`src/rtl/tpu_pkg.sv`:
```
// tpu_pkg: shared bf16 type, serializer state encoding and byte-count constant
package tpu_pkg;
  typedef logic [15:0] bf16_t;
  typedef enum logic [1:0] {S_FILL, S_DRAIN, S_CSUM} ser_state_e;
  localparam int BF16_BYTES = 2;
endpackage

```
`src/rtl/bf16_out_serializer.sv`:
```
// bf16_out_serializer: collects NUM_WORDS bf16 words, then streams them out as bytes
// Optional BF16_SER_CSUM_EN appends an XOR checksum byte to every block.
module bf16_out_serializer
  import tpu_pkg::*;
#(
  parameter int NUM_WORDS = 4,
  parameter bit MSB_FIRST = 1'b1
) (
  input  logic        clk,
  input  logic        rst,
  input  logic [15:0] in_data,
  input  logic        in_valid,
  output logic        in_ready,
  output logic [7:0]  out_data,
  output logic        out_valid,
  input  logic        out_ready,
  output logic        out_last,
  output logic        busy
);
  localparam int NB = BF16_BYTES * NUM_WORDS;
  localparam int WW = NUM_WORDS > 1 ? $clog2(NUM_WORDS) : 1;
  localparam int BW = $clog2(NB);
  ser_state_e state_q, state_d;
  logic [WW-1:0] wcnt_q, wcnt_d;
  logic [BW-1:0] bcnt_q, bcnt_d;
  bf16_t buf_q [2**WW];
  bf16_t word_sel;
  logic [7:0] byte_sel;
  logic acc, snd, last_word, last_byte, hi;
`ifdef BF16_SER_CSUM_EN
  logic [7:0] csum_q, csum_d;
`endif
  always_comb begin
    in_ready = !rst && state_q == S_FILL;
    busy = !rst && state_q != S_FILL;
    out_valid = busy;
    word_sel = buf_q[WW'(bcnt_q >> 1)];
    hi = (bcnt_q[0] == 1'b0) == MSB_FIRST;
    byte_sel = hi ? word_sel[15:8] : word_sel[7:0];
    last_word = wcnt_q == WW'(NUM_WORDS - 1);
    last_byte = bcnt_q == BW'(NB - 1);
`ifdef BF16_SER_CSUM_EN
    out_data = !busy ? 8'h00 : state_q == S_CSUM ? csum_q : byte_sel;
    out_last = busy && state_q == S_CSUM;
`else
    out_data = busy ? byte_sel : 8'h00;
    out_last = busy && last_byte;
`endif
    acc = in_valid && in_ready;
    snd = out_valid && out_ready;
    state_d = state_q;
    wcnt_d = wcnt_q;
    bcnt_d = bcnt_q;
`ifdef BF16_SER_CSUM_EN
    csum_d = !snd ? csum_q : state_q == S_CSUM ? 8'h00 : csum_q ^ byte_sel;
`endif
    case (state_q)
      S_FILL: if (acc) begin
        wcnt_d = last_word ? '0 : wcnt_q + WW'(1);
        state_d = last_word ? S_DRAIN : S_FILL;
      end
      S_DRAIN: if (snd) begin
        bcnt_d = last_byte ? '0 : bcnt_q + BW'(1);
`ifdef BF16_SER_CSUM_EN
        state_d = last_byte ? S_CSUM : S_DRAIN;
`else
        state_d = last_byte ? S_FILL : S_DRAIN;
`endif
      end
`ifdef BF16_SER_CSUM_EN
      S_CSUM: if (snd) state_d = S_FILL;
`endif
      default: state_d = S_FILL;
    endcase
  end
  always_ff @(posedge clk) begin
    if (rst) begin
      state_q <= S_FILL;
      wcnt_q <= '0;
      bcnt_q <= '0;
`ifdef BF16_SER_CSUM_EN
      csum_q <= 8'h00;
`endif
    end else begin
      state_q <= state_d;
      wcnt_q <= wcnt_d;
      bcnt_q <= bcnt_d;
`ifdef BF16_SER_CSUM_EN
      csum_q <= csum_d;
`endif
    end
  end
  // Buffer contents are only read in DRAIN after a full fill, so no reset is needed.
  always_ff @(posedge clk) begin
    if (acc) buf_q[wcnt_q] <= in_data;
  end
endmodule
```
`config.mk`:
```
export PLATFORM = sky130hd
export DESIGN_NAME = bf16_out_serializer
export DESIGN_NICKNAME = d
export VERILOG_FILES = /design/src/rtl/tpu_pkg.sv /design/src/rtl/bf16_out_serializer.sv
export SDC_FILE = /design/constraint.sdc
export NUM_CORES = 1
export LEC_CHECK = 0
export ABC_AREA = 0
export BUFFER_PORTS_ARGS = -buffer_cell sky130_fd_sc_hd__buf_2
export CAP_MARGIN = 0
export CELL_PAD_IN_SITES_DETAIL_PLACEMENT = 2
export CELL_PAD_IN_SITES_GLOBAL_PLACEMENT = 2
export CORE_MARGIN = 5
export CORE_UTILIZATION = 42
export DETAILED_ROUTE_END_ITERATION = 8
export HOLD_SLACK_MARGIN = 0.05
export MAX_ROUTING_LAYER = met4
export PLACE_DENSITY = 0.78
export SYNTH_ARGS = -nofsm -noshare
export SYNTH_HDL_FRONTEND = slang
export SYNTH_SLANG_ARGS = --single-unit
export TNS_END_PERCENT = 20
```
`constraint.sdc`:
```
create_clock -name clk -period 2.1 [get_ports clk]
set_input_delay 0.42 -clock clk [delete_from_list [all_inputs] [get_ports clk]]
set_output_delay 0.42 -clock clk [all_outputs]
set_load 0.005 [all_outputs]
```
==> impl_metrics.yaml <==
floorplan:
  core-area_mm2: 0.00679
  start_util_pct: 43.3
  ios: 32
  die_y_um: 93.7
  fp.dieW_um: 93.7
  dieArea_mm2: 0.00877
  rows: 30
setup_path:
  path_class: "reg2out"
  worstPathRequired_ns: 1.68
  start_kind: "flop"
  crit_fanout: 8
  end_kind: "output pin"
  reg2reg_depth: 3
  arrival_ns: 1.64
clocking:
  cts_buffers: 9
  cts.sinks: 72
  cts.hold.buffers_added: 0
  cts_max_path_buffers: 2
  post_cts_buffers: 0
  insertion_delay_ns: 0.35
  h-tree-depth: 3
  clk_pin_slew_ns: 0.09
  cts_tree: "done"
  cts.root.buffer_cell: "clkbuf_8"
layout:
  most-common-layout-cells: "edfxtp_1, buf_2, mux2i_1"
  final_cell_area_mm2: 0.00353
  utilization_pct: 51.9
  drive_above_1_share_pct: 30.2
  final_common_cell: "edfxtp_1"
  synthToLayoutAreaGrowth_pct: 20.0
  layoutNonFillerInstCount: 321
  antennaDiodeCount: 0
  fin_nets: 248
power_and_ir_drop:
  p_sw_uw: 633
  sw_frac_of_total_pct: 20.6
  power.share.clock_pct: 42.7
  p_per_area_mw_per_mm2: 870
  power.leakage_nw: 1.26
  combPwrFrac_pct: 4.3
  p_seq_share_pct: 53.0
  intPower_mw: 2.43
  vdd_ir_drop_max_mv: 0.364
synthesis:
  ys_types: 22
  netlist.area_leader.share_pct: 65.4
  synth_top_area_cell: "edfxtp_1"
  syn-num-nets: 205
  synth.area.top_cells: "edfxtp_1, mux2i_1, dfxtp_1"
  synth_seq_area_share_pct: 70.8
  avgSynthCellArea_um2: 16.5
  ys_seq_elements: 72
  syn_inst: 178
  netlist_area_mm2: 0.00294
  yosysWarnings: 0
drt:
  first_pass_iters: 4
  drc: 0
  vias: 1710
  wirelength_um: 7560
  first_iter_violations: 95
  final_antenna_net_count: 0
  viasPerCell: 5.33
  wire_per_inst_um: 23.5
global_routing:
  track_usage_pct: 19.3
  antenna_found_initial: 0
  grt_pass1_vias: 1942
  grt-ovfl-total: 0
  grt_pass1_wl_um: 11700
  grt_max_degree: 17
sta:
  final.setup_skew_ns: 0.0193
  relSlewSlack_pct: 78.5
  final_hold_viol_count: 0
  setup-violations-final: 0
  fmax_mhz: 485
  slew_viol_final: 0
  holdWs_ns: 0.289
  finalCritPeriodShare_pct: 98.2
  rsz0062_at_grt: "true"
  worstMarginPinSlew_ns: 0.322
  layout_setup_ws_ns: 0.0369
  min_period_ns: 2.06
placed_design:
  dp_slack_ns: 0.295
  dp_hpwl_um: 4580
  gp_congestion: 0.725
  dp_cells: 304
  place_area_mm2: 0.00320
  port_buffers: 31
outcome:
  status: "finished clean"
min_path:
  hold_path.class: "in2reg"
  whs_path_depth: 1
job:
  max_cap_viol_count: 0
## cell families after synthesis
| group | count (synthesis) | synth area share, % |
|---|---|---|
| AOI/OAI and AO/OA | 23 | 5.53 |
| muxes | 33 | 11.2 |
| adders and majority gates | 7 | 2.98 |
| and+or+nand+nor | 31 | 6.00 |
| buffers and inverters | 12 | 3.41 |
| DFF | 72 | 70.8 |
## layer usage
metal | vias to the layer above | wire length (um) | global-route usage, %
met5 | - | 0 | -
met4 | 0 | 123 | 7.22
met3 | 14 | 268 | 2.88
met2 | 50 | 3860 | 31.9
met1 | 876 | 3300 | 24.1
li1 | 770 | - | -
## power by group through the flow
stage | logic [mW] | clock network, mW | registers [mW]
2_1_floorplan | 0.0607 | 0 | 1.65
3_3_place_gp | 0.116 | 0 | 1.65
3_5_place_dp | 0.130 | 0 | 1.66
4_1_cts | 0.133 | 1.33 | 1.63
5_1_grt | 0.146 | 1.41 | 1.63
6_report | 0.132 | 1.31 | 1.62
## state kept, by name (all words and copies together), names as in the netlist, named ones only
register / count
state_q: 1
buf_q: 64
bcnt_q: 3
wcnt_q: 2
## area by class of cell
class                   count  area [um2]
fillers                   623        3270
flip-flops and latches     72        2090
multi-input cells          94         790
repair buffers             42         288
clock buffers               9         124
well taps                  96         120
clock inverters             6         109
inverters                   2        7.51
## what timing repair did
item                                    in CTS  in global routing
endpoints found under the setup margin       4                  9
pin swaps                                    0                  0
cloned                                       1                  1
resized for setup                            2                 10
## cells in the mapped netlist
cell      instances
nand3_1           2
nor2_1            5
clkbuf_2          1
clkbuf_1          2
a21o_1            1
and2_1            6
and3_1            8
nor2b_1           3
edfxtp_1         64
buf_12            2
ha_1              7
dfxtp_1           8
o31ai_1           2
nand2_1           6
a22oi_1          16
buf_4             1
mux2i_1          33
buf_6             2
inv_1             2
buf_2             2
a21oi_1           4
nor3b_4           1
## worst max-delay path, stage by stage (launching register included)
cell and delay [ns]:
dfxtp_4 0.42, buf_12 0.16, mux2i_2 0.26, a22oi_1 0.12
and3_1 0.20, buf_2 0.13
## stage by stage
stage	setup TNS, ns	power (mW)
floorplan	0	1.71
global placement	0	1.77
detailed placement	0	1.78
CTS	-0.0710	3.09
global route	-0.0269	3.18
finish	0	3.07
## path summary, 6_finish.rpt
check,start,end,slack [ns]
max,flop,out_data[4],0.04
max reg2reg,state_q[0],buf_q[3][3],0.59
min,in_data[14],buf_q[3][14],0.29
min reg2reg,bcnt_q[1],flop,0.54
No activity file was read; power rests on OpenSTA's default activity.
